File: config.mk
export PLATFORM = sky130hd
export DESIGN_NAME = cla_serial_adder
export DESIGN_NICKNAME = d
export VERILOG_FILES = /design/src/rtl/cla_pkg.sv /design/src/rtl/cla_slice3.sv /design/src/rtl/cla_serial_adder.sv
export SDC_FILE = /design/constraint.sdc
export NUM_CORES = 1
export LEC_CHECK = 0
export CAP_MARGIN = 10
export CORE_MARGIN = 3
export CORE_UTILIZATION = 55
export DETAILED_ROUTE_END_ITERATION = 10
export PLACE_DENSITY_LB_ADDON = 0.2
export SYNTH_ARGS = -nofsm -noshare
export SYNTH_HDL_FRONTEND = slang
export SYNTH_HIERARCHICAL = 1
export SYNTH_SLANG_ARGS = --single-unit
File: constraint.sdc
create_clock -name clk -period 3.95 [get_ports clk]
set_clock_uncertainty 0.2 [all_clocks]
set_input_delay 0.395 -clock clk [delete_from_list [all_inputs] [get_ports clk]]
set_output_delay 0.395 -clock clk [all_outputs]
set_load 0.005 [all_outputs]
File: src/rtl/cla_pkg.sv
// Shared definitions for the digit-serial carry-look-ahead adder.
//   SLICE_W  : bits handled per digit cycle
//   state_t  : sequencing FSM states
//   nslice() : number of digit cycles for a given operand width
package cla_pkg;

  localparam int SLICE_W = 3;

  typedef enum logic [1:0] {
    IDLE = 2'd0,
    RUN  = 2'd1,
    DONE = 2'd2
  } state_t;

  function automatic int nslice(input int width);
    return width / SLICE_W;
  endfunction

endpackage

File: src/rtl/cla_slice3.sv
// Combinational 3-bit carry-look-ahead slice.
//   x, y : operand digits
//   ci   : carry in
//   s    : digit sum
//   co   : carry out
// Every carry is formed directly from generate/propagate terms, so the
// slice has no rippling carry chain.
module cla_slice3 (
  input  logic [2:0] x,
  input  logic [2:0] y,
  input  logic       ci,
  output logic [2:0] s,
  output logic       co
);

  logic [2:0] g;
  logic [2:0] p;
  logic       c1;
  logic       c2;

  assign g = x & y;
  assign p = x ^ y;

  assign c1 = g[0] | (p[0] & ci);
  assign c2 = g[1] | (p[1] & g[0]) | (p[1] & p[0] & ci);
  assign co = g[2] | (p[2] & g[1]) | (p[2] & p[1] & g[0])
            | (p[2] & p[1] & p[0] & ci);

  assign s = p ^ {c2, c1, ci};

endmodule

File: src/rtl/cla_serial_adder.sv
// Digit-serial wide adder: {cout,sum} = a + b + cin, one 3-bit digit per
// clock, least significant digit first, through a single CLA slice.
//   clk, rst_n           : clock, async active-low reset
//   in_valid / in_ready  : operand handshake (a, b, cin)
//   out_valid / out_ready: result handshake (sum, cout)
//   busy                 : operation in flight or result waiting
//
// state | meaning
// IDLE  | waiting for operands; last result still on sum/cout
// RUN   | one digit per cycle through the slice, idx selects the digit
// DONE  | result valid, held until out_ready
module cla_serial_adder
  import cla_pkg::*;
#(
  parameter int WIDTH = 12
) (
  input  logic             clk,
  input  logic             rst_n,
  input  logic             in_valid,
  output logic             in_ready,
  input  logic [WIDTH-1:0] a,
  input  logic [WIDTH-1:0] b,
  input  logic             cin,
  output logic             out_valid,
  input  logic             out_ready,
  output logic [WIDTH-1:0] sum,
  output logic             cout,
  output logic             busy
);

  localparam int NSLICE = nslice(WIDTH);
  localparam int IDX_W  = (NSLICE > 1) ? $clog2(NSLICE) : 1;

  if ((WIDTH % SLICE_W) != 0 || WIDTH < SLICE_W) begin : g_bad_width
    $error("cla_serial_adder: WIDTH must be a positive multiple of 3");
  end

  state_t             state_q;
  state_t             state_d;
  logic [IDX_W-1:0]   idx_q;
  logic [WIDTH-1:0]   a_q;
  logic [WIDTH-1:0]   b_q;
  logic               carry_q;
  logic [WIDTH-1:0]   sum_q;
  logic               cout_q;
  logic [SLICE_W-1:0] x_dig;
  logic [SLICE_W-1:0] y_dig;
  logic [SLICE_W-1:0] s_dig;
  logic               co_dig;
  logic               last_dig;

  assign last_dig = (idx_q == IDX_W'(NSLICE - 1));

  always_comb begin
    x_dig = '0;
    y_dig = '0;
    for (int i = 0; i < NSLICE; i++) begin
      if (idx_q == IDX_W'(i)) begin
        x_dig = a_q[i*SLICE_W +: SLICE_W];
        y_dig = b_q[i*SLICE_W +: SLICE_W];
      end
    end
  end

  cla_slice3 u_slice (
    .x  (x_dig),
    .y  (y_dig),
    .ci (carry_q),
    .s  (s_dig),
    .co (co_dig)
  );

  always_ff @(posedge clk or negedge rst_n) begin
    if (!rst_n) state_q <= IDLE;
    else        state_q <= state_d;
  end

  always_comb begin
    state_d   = state_q;
    in_ready  = 1'b0;
    out_valid = 1'b0;
    busy      = 1'b0;
    case (state_q)
      IDLE: begin
        in_ready = 1'b1;
        if (in_valid) state_d = RUN;
      end
      RUN: begin
        busy = 1'b1;
        if (last_dig) state_d = DONE;
      end
      DONE: begin
        busy      = 1'b1;
        out_valid = 1'b1;
        if (out_ready) state_d = IDLE;
      end
      default: state_d = IDLE;
    endcase
  end

  // Operands are only sampled on an accepted handshake, so undriven inputs
  // outside IDLE never reach the datapath registers.
  always_ff @(posedge clk or negedge rst_n) begin
    if (!rst_n) begin
      idx_q   <= '0;
      a_q     <= '0;
      b_q     <= '0;
      carry_q <= 1'b0;
      sum_q   <= '0;
      cout_q  <= 1'b0;
    end else begin
      case (state_q)
        IDLE: begin
          if (in_valid) begin
            a_q     <= a;
            b_q     <= b;
            carry_q <= cin;
            idx_q   <= '0;
          end
        end
        RUN: begin
          for (int i = 0; i < NSLICE; i++) begin
            if (idx_q == IDX_W'(i)) sum_q[i*SLICE_W +: SLICE_W] <= s_dig;
          end
          carry_q <= co_dig;
          if (last_dig) cout_q <= co_dig;
          else          idx_q  <= idx_q + IDX_W'(1);
        end
        default: ;
      endcase
    end
  end

  assign sum  = sum_q;
  assign cout = cout_q;

endmodule
==> impl_metrics.ini, run 1 <==
[timing]
fin_crit_sh_pct = 71.6
final.min_clock_period_ns = 2.83
hold_viol = 0
setup_viol_count_final = 0
slew_headroom_pct = 39.5
fmax_ghz = 0.353
tightest_slew_ns = 0.908
rsz0062_at_grt = no
setup_tns_ns = 0
drv_slew = 0

[yosys]
postSynthAreaPerCell_um2 = 13.0
synth_area_um2 = 2190
ys_top_cells_by_area = dfrtp_1, mux2_4, mux2_2, ha_1, inv_1
yosysTopAreaCell = dfrtp_1
yosys.area_share.simple_pct = 5.89
synth_fa_ha_area_share_pct = 7.21
synth_xor_area_share_pct = 0.801
synth-compound-area-share_pct = 9.61
synthDistinctLibCells = 34
yosysSeqAreaShare_pct = 48.1
synth-main-ff-cell = dfrtp_1
muxShareOfSynthArea_pct = 23.7
yosys_register_bits = 42
synth_top_family_by_area = multiplexers
post_synth_inst_count = 168
synth_top_area_share_pct = 48.1
synth-edff-count = 0
ys_warn_count = 6
synthArstFlopShare_pct = 100
synth_nets = 209

[clock_network]
path_clk_slew_ns = 0.07
cts_max_level = 2
cts_root_buf = clkbuf_8
cts_sinks = 42
holdBufCountCts = 0
cts_tree = done
cts_made_buffers = 5
post_cts_resized = 0
clk_latency_ns = 0.29
clock_path_buffers = 2
cts_setup_buffers = 0

[die]
dieWidth_um = 69.1
start_util_pct = 58.4
rows = 22
coreArea_um2 = 3740
top_level_ports = 45
dieHeight_um = 69.1
dieArea_um2 = 4770

[cells_and_area]
fin_nets = 253
fin_cells = 260
syn_to_final_growth_pct = 23.8
drive_gt1_share_pct = 24.1
num_antenna_cells = 0

[drt]
viasPerCell = 5.50
drcViolationCount = 0
first_iter_violations = 77
vias = 1430
wl_per_cell_um = 16.5
drtAntennaViolNets = 0
firstDrtPassIters = 4
routed_wl_um = 4280

[worst_setup_path]
worstSetupPathType = flip-flop to flip-flop
worstSetupStartpoint = idx_q[1]
worstPathRequired_ns = 3.92
crit_cells = 10
endpoint = sum[8]
r2r_cells = 10
r2r_end = sum[8]
path_cells = inv_1, ha_1, nor2b_1, a221oi_1, o31ai_1, ha_1, a21oi_2, nand2_1, xor2_1, mux2_2
slowest_stage = dfrtp_1
path_common_cell = ha_1
critPathArrivalTime_ns = 2.80
endpoint_kind = flip-flop
critPathLaunchType = flip-flop
critical_path.top_delay_family = adder cells
worstReg2RegStart = idx_q[1]
crit_fanout = 11
cp_slowest_stage_delay_ns = 0.42
worst-path-buf-inv = 1
ff2ff_setup_slack_ns = 1.12

[global_route]
antenna_found_initial = 0
grt_start_max_net_pins = 43
grt_pass1_vias = 1550
grt_usage_pct = 19.6
overflow = 0
grt_pass1_wl_um = 7510

[power_and_ir_drop]
powerDensity_nw_per_um2 = 873
swShare_pct = 36.5
p_seq_share_pct = 33.6
clockPowerShare_pct = 10.9
switching_power_uw = 863
power_frac_comb_pct = 55.5
p_leak_uw = 0.00126
intPower_uw = 1500
ir_worst_vdd_mv = 0.507

[outcome]
outcome = finished clean

[place]
portBuffers = 44
place_inst = 253
gp_congestion = 0.782
dpl.hpwl_um = 3190

[run]
cap_violations = 0

[worst_hold_path]
hold_path_class = input port to async pin
per-layer routing:
metal  wire length, um  GRT usage (%)
met2              2110           32.7
met5                 0              0
met4                67           5.21
met3               232           5.39
met1              1870           25.0
area by class of cell:
class	count	area (um^2)
Sequential cell	42	1050
Tap cell	48	60.1
Timing Repair Buffer	44	435
Clock buffer	7	76.3
Inverter	14	52.6
Fill cell	290	1040
Multi-Input combinational cell	105	1030
cell families (layout without fill, tap and decap cells):
| family | count (synthesis) | count (layout) |
|---|---|---|
| DFF | 42 | 42 |
| adders and majority gates | 12 | 12 |
| xor gates and xnor gates | 2 | 2 |
| AOI/OAI and AO/OA | 28 | 28 |
| buffers and inverters | 21 | 65 |
| muxes | 39 | 39 |
| and+or+nand+nor | 24 | 24 |
registers in the layout, summed over array words and instances, names as in the netlist:
name,flops
cout,1
b_q,12
sum,12
a_q,12
carry_q,1
state_q,2
idx_q,2
cells in the mapped netlist (2+ instances only):
master / instances
mux2_4: 21
dfrtp_1: 42
o22ai_1: 2
nand2_1: 12
o21ai_0: 5
mux2_2: 18
nor2b_1: 4
a21oi_1: 6
ha_1: 11
a221oi_1: 3
o31ai_1: 3
buf_2: 2
clkbuf_1: 2
inv_1: 13
a22o_1: 5
worst register-to-register path: stages (launching register included):
cell and delay [ns]:
dfrtp_1 0.42, inv_1 0.11, ha_1 0.36, nor2b_1 0.14, a221oi_1 0.27, o31ai_1 0.12, ha_1 0.37, a21oi_2 0.15
nand2_1 0.09, xor2_1 0.18, mux2_2 0.28
cells in the final DEF (no fill, tap or decap), types with 3 or more instances in the layout:
| cell type | n |
|---|---|
| mux2_4 | 21 |
| inv_1 | 13 |
| clkbuf_8 | 5 |
| mux2_2 | 18 |
| a21oi_1 | 6 |
| a221oi_1 | 3 |
| dfrtp_1 | 42 |
| o31ai_1 | 3 |
| clkdlybuf4s50_1 | 43 |
| o21ai_0 | 5 |
| a22o_1 | 5 |
| nand2_1 | 12 |
| ha_1 | 11 |
| nor2b_1 | 4 |
power groups by stage:
stage / Sequential [uW] / Clock, uW / Combinational, uW
floorplan: 755 / 0 / 939
global placement: 792 / 0 / 1250
detailed placement: 801 / 0 / 1310
CTS: 796 / 259 / 1320
global route: 821 / 277 / 1440
finish: 795 / 258 / 1310
through the flow:
step	power, uW	cell area [um^2]	hold slack [ns]	setup slack (ns)	util, %
finish	2370	2710	0.0352	1.12	72.3
global route	2540	2710	0.104	0.904	72.3
CTS	2380	2710	0.0639	1.13	72.3
detailed placement	2110	2630	0.294	1.15	70.3
global placement	2040	2630	0.286	1.30	70.3
floorplan	1690	2190	-0.101	1.44	-
worst min path at each step:
stage / start / depth (start not counted) / endpoint
CTS: rst_n / 1 / sum[10]
global placement: sum[10] / 1 / sum[10]
floorplan: rst_n / 0 / a_q[0]
finish: rst_n / 1 / carry_q
detailed placement: sum[3] / 1 / sum[3]
global route: rst_n / 1 / carry_q
No activity file was read; power rests on OpenSTA's default activity.
==> run 2, diff against run 1 <==
--- a/config.mk
+++ b/config.mk
@@ -7,7 +7,7 @@
 export LEC_CHECK = 0
 export CAP_MARGIN = 10
 export CORE_MARGIN = 3
-export CORE_UTILIZATION = 55
+export CORE_UTILIZATION = 51
 export DETAILED_ROUTE_END_ITERATION = 10
 export PLACE_DENSITY_LB_ADDON = 0.2
 export SYNTH_ARGS = -nofsm -noshare
==> constraint.sdc (replaced) <==
create_clock -name clk -period 2.9 [get_ports clk]
set_clock_uncertainty 0.2 [all_clocks]
set_input_delay 0.29 -clock clk [delete_from_list [all_inputs] [get_ports clk]]
set_output_delay 0.29 -clock clk [all_outputs]
set_load 0.005 [all_outputs]
==> impl_metrics.ini, run 2 (same netlist as run 1, synthesis figures left out) <==
[outcome]
outcome = finished clean

[cells_and_area]
syn_to_final_growth_pct = 25.7
final_cell_mix = clkdlybuf4s50_1, dfrtp_1, mux2_4
fin_cells = 265
fin_nets = 255
layout_commonest_cell = clkdlybuf4s50_1
num_antenna_cells = 0
drive_gt1_share_pct = 26.5
final_core_util_pct = 67.8

[global_route]
overflow = 0
grt_pass1_wl_um = 6980
grt_start_max_net_pins = 43
grt_pass1_vias = 1451
antenna_found_initial = 0
grt_usage_pct = 17.6

[drt]
vias = 1406
drtAntennaViolNets = 0
firstDrtPassIters = 4
viasPerCell = 5.31
wl_per_cell_um = 16.0
drcViolationCount = 0
first_iter_violations = 60
routed_wl_um = 4240

[clock_network]
cts_root_buf = clkbuf_8
path_clk_slew_ns = 0.08
cts_sinks = 42
cts_made_buffers = 5
cts_max_level = 2
clock_path_buffers = 2
cts_setup_buffers = 0
cts_tree = done
clk_latency_ns = 0.28

[timing]
rsz0062_at_grt = yes
fmax_ghz = 0.362
tightest_slew_ns = 0.915
final.min_clock_period_ns = 2.76
fin_crit_sh_pct = 95.2
slew_headroom_pct = 39.0
setup_viol_count_final = 0
drv_slew = 0
hold_viol = 0

[worst_setup_path]
critical_path.top_delay_family = adder cells
worstPathRequired_ns = 2.93
crit_fanout = 8
worst-path-buf-inv = 3
slowest_stage = dfrtp_1
cp_slowest_stage_delay_ns = 0.42
critPathLaunchType = flip-flop
ff2ff_setup_slack_ns = 0.14
worstSetupPathType = flip-flop to flip-flop
path_cells = inv_1, ha_1, buf_4, a21oi_1, o21ai_0, a22o_1, inv_1, fa_1, xnor2_1, mux2_2
path_common_cell = inv_1
critPathArrivalTime_ns = 2.79
endpoint_kind = flip-flop

[die]
top_level_ports = 45
coreArea_um2 = 4060
rows = 23
dieWidth_um = 71.5
start_util_pct = 53.9
dieArea_um2 = 5110
dieHeight_um = 71.5

[power_and_ir_drop]
ir_worst_vdd_mv = 0.693
swShare_pct = 36.3
p_leak_uw = 0.00128
power_frac_comb_pct = 55.0
powerDensity_nw_per_um2 = 1190
intPower_uw = 2080
switching_power_uw = 1190
clockPowerShare_pct = 11.9
power_uw = 3270
p_seq_share_pct = 33.1

[place]
portBuffers = 44
place_inst = 256
dpl.hpwl_um = 3140
gp_congestion = 0.747

[worst_hold_path]
hold_path_class = flip-flop to flip-flop

[run]
cap_violations = 0
run 2: area by class of cell:
class                           instances  area [um^2]
Fill cell                             277         1310
Sequential cell                        42         1050
Multi-Input combinational cell        105         1030
Timing Repair Buffer                   46          453
Clock buffer                            6         82.6
Tap cell                               50         62.6
Inverter                               14         52.6
Clock inverter                          2         12.5
run 2: through the flow:
step | hold WS [ns] | TNS [ns] | area, um^2 | setup WS [ns]
after detailed placement | 0.286 | 0 | 2640 | 0.119
after floorplan | -0.206 | 0 | 2190 | 0.394
final | 0.313 | 0 | 2750 | 0.139
after CTS | 0.314 | 0 | 2750 | 0.0963
after global placement | 0.245 | 0 | 2640 | 0.284
after global routing | 0.341 | -0.213 | 2750 | -0.0369
run 2: path summary, 6_finish.rpt:
check | start | to | depth (start not counted)
min in group asynchronous | rst_n | sum[6] | 2
setup / recovery | idx_q[1] | sum[7] | 10
setup reg to reg | idx_q[1] | sum[7] | 10
hold / removal | sum[10] | sum[10] | 1
max in group asynchronous | rst_n | idx_q[0] | 2
hold reg to reg | sum[10] | sum[10] | 1
run 2: timing repair:
| item | 4_1_cts | 5_1_grt |
|---|---|---|
| hold buffers | 1 | 0 |
| setup endpoints to repair | 0 | 10 |
| endpoints found under the hold margin | 42 | 0 |
| resized for setup | 0 | 2 |
run 2: power by group through the flow:
stage          Combinational [uW]  Sequential, uW  Clock, uW
6_report                     1800            1080        388
5_1_grt                      1950            1120        426
4_1_cts                      1800            1080        397
3_5_place_dp                 1800            1090          0
3_3_place_gp                 1710            1080          0
2_1_floorplan                1280            1030          0
run 2: routing by layer:
layer / up-vias / GRT usage [%] / routed length (um)
li1: 677 / - / -
met5: - / 0 / 0
met3: 2 / 5.33 / 186
met1: 694 / 23.3 / 1940
met2: 33 / 28.4 / 2080
met4: 0 / 4.38 / 29
